<file path="config.mk">
export PLATFORM = sky130hd
export DESIGN_NAME = fetch_stage
export DESIGN_NICKNAME = d
export VERILOG_FILES = /design/src/rtl/fetch_stage_pkg.sv /design/src/rtl/fetch_skid.sv /design/src/rtl/fetch_stage.sv
export SDC_FILE = /design/constraint.sdc
export NUM_CORES = 1
export LEC_CHECK = 0
export ABC_AREA = 1
export CAP_MARGIN = 20
export CORE_MARGIN = 1
export CORE_UTILIZATION = 40
export DETAILED_ROUTE_END_ITERATION = 10
export GPL_TIMING_DRIVEN = 0
export PLACE_DENSITY = 0.77
export REMOVE_ABC_BUFFERS = 1
export SKIP_CTS_REPAIR_TIMING = 1
export SYNTH_ARGS = -nofsm -noshare
export SYNTH_HDL_FRONTEND = slang
export SYNTH_SLANG_ARGS = --single-unit
</file>
<file path="constraint.sdc">
create_clock -name clk -period 9 [get_ports clk]
set_input_delay 1.8 -clock clk [delete_from_list [all_inputs] [get_ports clk]]
set_output_delay 1.8 -clock clk [all_outputs]
set_load 0.02 [all_outputs]
</file>
<file path="src/rtl/fetch_stage_pkg.sv">
// Shared pipeline definitions for the instruction fetch stage: reset defaults,
// FSM encoding and the fetched-entry record carried by the skid buffer.
package fetch_stage_pkg;

  localparam logic [31:0] RESET_PC_DEFAULT  = 32'h0000_0000;
  localparam logic [31:0] NOP_INSTR_DEFAULT = 32'h0000_0013;
  localparam logic [31:0] PC_STEP           = 32'd4;
  localparam logic [31:0] PC_ALIGN_MASK     = 32'hFFFF_FFFC;

  // IDLE: nothing outstanding; WAIT: response will be kept; DROP: response will be discarded
  typedef enum logic [1:0] {
    ST_IDLE = 2'd0,
    ST_WAIT = 2'd1,
    ST_DROP = 2'd2
  } fetch_state_e;

  typedef struct packed {
    logic [31:0] pc;
    logic [31:0] instr;
  } fetch_entry_t;

  function automatic logic [31:0] word_align(input logic [31:0] addr);
    return addr & PC_ALIGN_MASK;
  endfunction

endpackage

</file>
<file path="src/rtl/fetch_skid.sv">
// One-entry skid buffer holding a fetched instruction that arrived while the
// IF/ID register was stalled.
module fetch_skid
  import fetch_stage_pkg::*;
(
  input  logic         clk,
  input  logic         rst,
  input  logic         load,
  input  logic         clear,
  input  fetch_entry_t load_entry,
  output logic         full,
  output fetch_entry_t entry
);

  always_ff @(posedge clk) begin
    if (!rst) begin
      full <= 1'b0;
    end else if (clear) begin
      full <= 1'b0;
    end else if (load) begin
      full <= 1'b1;
    end
  end

  // NOTE: the payload is deliberately left out of reset; it is only ever read
  // while full is set, so resetting it would add reset fan-out for nothing.
  always_ff @(posedge clk) begin
    if (load) begin
      entry <= load_entry;
    end
  end

endmodule

</file>
<file path="src/rtl/fetch_stage.sv">
// Instruction fetch stage: single-outstanding request FSM, redirect handling,
// stall skid buffer and the IF/ID pipeline register.
module fetch_stage
  import fetch_stage_pkg::*;
#(
  parameter logic [31:0] RESET_PC  = RESET_PC_DEFAULT,
  parameter logic [31:0] NOP_INSTR = NOP_INSTR_DEFAULT
) (
  input  logic        clk,
  input  logic        rst,
  input  logic        next_sel,
  input  logic [31:0] target_pc,
  input  logic        stall,
  output logic        imem_req,
  output logic [31:0] imem_addr,
  input  logic        imem_valid,
  input  logic [31:0] imem_rdata,
  output logic        if_valid,
  output logic [31:0] if_pc,
  output logic [31:0] if_pc_plus4,
  output logic [31:0] if_instr,
  output logic [6:0]  opcode,
  output logic [2:0]  fun3,
  output logic        fun7
);

  fetch_state_e state;
  logic [31:0]  pc;
  logic [31:0]  pc_plus4;

  logic         resp_kept;
  logic         accept;
  logic         capture;
  logic         issue_idle;
  logic         skid_full;
  logic         skid_load;
  logic         skid_clear;
  fetch_entry_t skid_entry;
  fetch_entry_t resp_entry;

  assign pc_plus4 = pc + PC_STEP;

  // A redirect outranks both stall and any response arriving in the same cycle.
  always_comb begin
    resp_kept  = (state == ST_WAIT) && imem_valid;
    accept     = resp_kept && !stall && !skid_full && !next_sel;
    capture    = resp_kept && stall && !next_sel;
    issue_idle = (state == ST_IDLE) && !skid_full && !next_sel;
    imem_req   = rst && (issue_idle || accept);
    imem_addr  = accept ? pc_plus4 : pc;
    skid_load  = capture;
    skid_clear = next_sel || (!stall && skid_full);
    resp_entry = '{pc: pc, instr: imem_rdata};
  end

  fetch_skid u_skid (
    .clk       (clk),
    .rst       (rst),
    .load      (skid_load),
    .clear     (skid_clear),
    .load_entry(resp_entry),
    .full      (skid_full),
    .entry     (skid_entry)
  );

  // NOTE: sequential state uses non-blocking assignments only, so every
  // register samples the pre-edge values regardless of statement order.
  always_ff @(posedge clk) begin
    if (!rst) begin
      state <= ST_IDLE;
      pc    <= RESET_PC;
    end else if (next_sel) begin
      pc    <= word_align(target_pc);
      // An in-flight request that has not returned must be swallowed later.
      state <= (state != ST_IDLE && !imem_valid) ? ST_DROP : ST_IDLE;
    end else begin
      case (state)
        ST_IDLE: begin
          if (issue_idle) state <= ST_WAIT;
        end
        ST_WAIT: begin
          if (accept) begin
            pc <= pc_plus4;
          end else if (capture) begin
            pc    <= pc_plus4;
            state <= ST_IDLE;
          end
        end
        ST_DROP: begin
          if (imem_valid) state <= ST_IDLE;
        end
        default: state <= ST_IDLE;
      endcase
    end
  end

  always_ff @(posedge clk) begin
    if (!rst) begin
      if_valid <= 1'b0;
      if_pc    <= 32'h0000_0000;
      if_instr <= NOP_INSTR;
    end else if (next_sel) begin
      if_valid <= 1'b0;
      if_instr <= NOP_INSTR;
    end else if (!stall) begin
      if (accept) begin
        if_valid <= 1'b1;
        if_pc    <= pc;
        if_instr <= imem_rdata;
      end else if (skid_full) begin
        if_valid <= 1'b1;
        if_pc    <= skid_entry.pc;
        if_instr <= skid_entry.instr;
      end else begin
        if_valid <= 1'b0;
        if_instr <= NOP_INSTR;
      end
    end
  end

  assign if_pc_plus4 = if_pc + PC_STEP;
  assign opcode      = if_instr[6:0];
  assign fun3        = if_instr[14:12];
  assign fun7        = if_instr[30];

endmodule
</file>
==> results of run 1 <==
-- worst paths after layout --
kind / depth (start not counted) / startpoint / to
hold reg to reg: 0 / pc[31] / u_skid.entry[63]
setup reg to reg: 10 / state[1] / if_pc[15]
hold / removal: 0 / pc[31] / u_skid.entry[63]
setup / recovery: 8 / stall / imem_addr[20]
-- through the flow --
| stage | setup WS (ps) | area [sq um] | hold WS, ps |
|---|---|---|---|
| floorplan | 3420 | 7760 | 430 |
| global placement | 389 | 10100 | 445 |
| detailed placement | 1490 | 10200 | 445 |
| CTS | 1490 | 10800 | 459 |
| global route | 1180 | 10800 | 469 |
| finish | 1540 | 10800 | 458 |
-- layout by cell type (no fill, tap or decap), types with 6 or more instances in the layout --
master,n
dfxtp_1,96
o22ai_1,6
xor2_1,36
clkdlybuf4s50_1,200
o21ai_1,9
o21ai_0,102
nor2_4,9
inv_1,82
nand2_2,9
conb_1,6
clkbuf_16,17
inv_2,8
a21oi_1,29
nand2_1,312
nor2_1,125
a31oi_1,34
edfxtp_1,62
nor3_1,13
nand3_1,38
-- kinds of logic after synthesis --
group | after synthesis
compound gates | 185
xor+xnor | 41
fa+ha+maj | 2
buf+inv | 155
flops | 158
other cells | 1
simple gates | 526
-- layout make-up --
| class | count | area (sq um) |
|---|---|---|
| Fill cell | 1899 | 8870 |
| Sequential cell | 158 | 3780 |
| Multi-Input combinational cell | 760 | 3650 |
| Timing Repair Buffer | 207 | 2130 |
| Clock buffer | 21 | 450 |
| Inverter | 90 | 338 |
| Tap cell | 265 | 332 |
| Clock inverter | 11 | 93.8 |
-- worst max-delay path, stage by stage --
cell and delay (ps):
clkdlybuf4s50_1 760, inv_2 320, nand4_4 760, inv_2 820, buf_12 310, nand2_1 70
o21ai_0 110, clkdlybuf4s50_1 670
-- registers in the layout, indices dropped and copies added, names as in the netlist --
register      count
u_skid.entry     62
if_valid          1
pc               30
if_pc            30
u_skid.full       1
if_instr         32
state             2
-- per-layer routing --
layer	share of wire [%]	up-vias	GRT usage (%)
met4	1.8	0	7.70
met3	9.5	28	7.58
li1	-	3802	-
met2	47	306	37.6
met1	42	3398	26.7
met5	0	-	0
-- power breakdown --
| part | switching, uW | internal, uW |
|---|---|---|
| logic | 104 | 82.7 |
| registers | 21.8 | 761 |
| clock network | 290 | 386 |
==> run summary, run 1 <==
Routed Antenna Nets = 0
Slew @ Worst Pin = 1020 ps
final total negative setup slack = 0 ps
post-synthesis compound-gate area fraction = 12.3%
largest net degree at the start of global routing = 72
post-synth top area share = 23.7%
post-synthesis xor/xnor area fraction = 4.53%
P per Cell Area = 153 nW/um^2
post-synthesis mux area share = 0%
RSZ-0062 raised after global routing = false
CP arrival = 5660 ps
vias in the first global route = 7049
sequential area share after synthesis = 46.7%
simple-gate share of the synthesized area = 27.5%
FP Rows = 51
Final Skew = 9.97 ps
DR iter-0 viols = 425
Final Util = 54.9%
ranking of synthesized cells by area = dfxtp_1 (24%), edfxtp_1 (23%), nand2_1 (14%)
final setup vio count = 0
Tot GR Track Use = 22.4%
placed cell count = 1479
initial antenna violation count = 1
Core ar. = 19700 sq um
CTS tree = yes
initial core utilization = 41.2%
Avg Cell Area, Syn = 7.59 sq um
R2R Setup Slk = 6060 ps
grt ovf = 0
post-synthesis cell type count = 38
CP Launch Type = input port
number of antenna diodes = 0
Max Slew Vio Count = 0
post-layout min period = 7460 ps
Gate Count Post-Synth = 1068
Synth async-reset ratio = 0%
# IOs = 210
CP Data Required Time = 7200 ps
Routed WL per cell = 15.2 microns
worst skew pair latency = 420 ps
overall power = 1650 uW
final hold vios = 0
Worst-path clk slew = 60 ps
count of state elements after synthesis = 158
Synth area leader = dfxtp_1
Fmax = 0.134 GHz
Pleak = 0.00390 uW
ys flop type = dfxtp_1
Final HPWL DP = 16.4 mm
layout cell share with drive strength beyond 1 = 6.09%
largest family of logic cells by synthesized area = simple AND/OR/NAND/NOR gates
Die X = 144 microns
Syn-to-layout area delta = 33.1%
htree depth = 4
CTS root buffer = clkbuf_16
routed vias/inst = 4.98
die height = 144 microns
Die Area = 20800 sq um
top post-synthesis cells by count = nand2_1 (312), nor2_1 (126), o21ai_0 (102)
number of synthesized flops with an enable pin = 62
Max clock buf depth = 2
GPL Wtd Cong = 0.876
Max transition margin = 32.2%
Worst Setup End Kind = output pin
Via Count = 7534
TritonCTS Buffers = 17
IO buf count = 201
clk sinks = 158
DRT Pass-1 Iters = 5
Max FO, Critical Path = 71
Setup CP Type = input port to output pin
Syn Std Cell Area = 8100 sq um
DRT Wirelength = 22.9 mm
fin cells = 1512
first-pass GRT wire length = 36.0 mm
Final nets = 1305
Final period util = 82.9%
most numerous cell in the Yosys netlist = nand2_1
DRC viols = 0
status = finished clean
Hold Path Class = register to register
Worst VDD drop = 135 uV
Adder-Cell Fraction of Synth Area = 0.309%
yosys warns = 0
max cap viols = 0
Note: power is estimated with default switching activity, not from simulation.
==> run 2: changes to the inputs <==
- clock period: 9 -> 7.4 ns (I/O delays scaled with it)
==> results of run 2 <==
The final DEF is identical to that of run 1. Status: finished clean.
Main changes from that run: setup slack after placement 1490 ps -> 535 ps; setup slack after layout 1540 ps -> 580 ps; register-to-register setup slack 6060 ps -> 4460 ps; total power 1650 uW -> 2000 uW; worst IR drop on VDD 135 uV -> 164 uV
==> run 3: changes to the inputs <==
- CTS_CLUSTER_DIAMETER: unset -> 80
==> results of run 3 <==
The final DEF is identical to that of run 1. Status: finished clean.
Main changes from that run: setup slack after placement 1490 ps -> 535 ps; setup slack after layout 1540 ps -> 580 ps; register-to-register setup slack 6060 ps -> 4460 ps; total power 1650 uW -> 2000 uW; worst IR drop on VDD 135 uV -> 164 uV
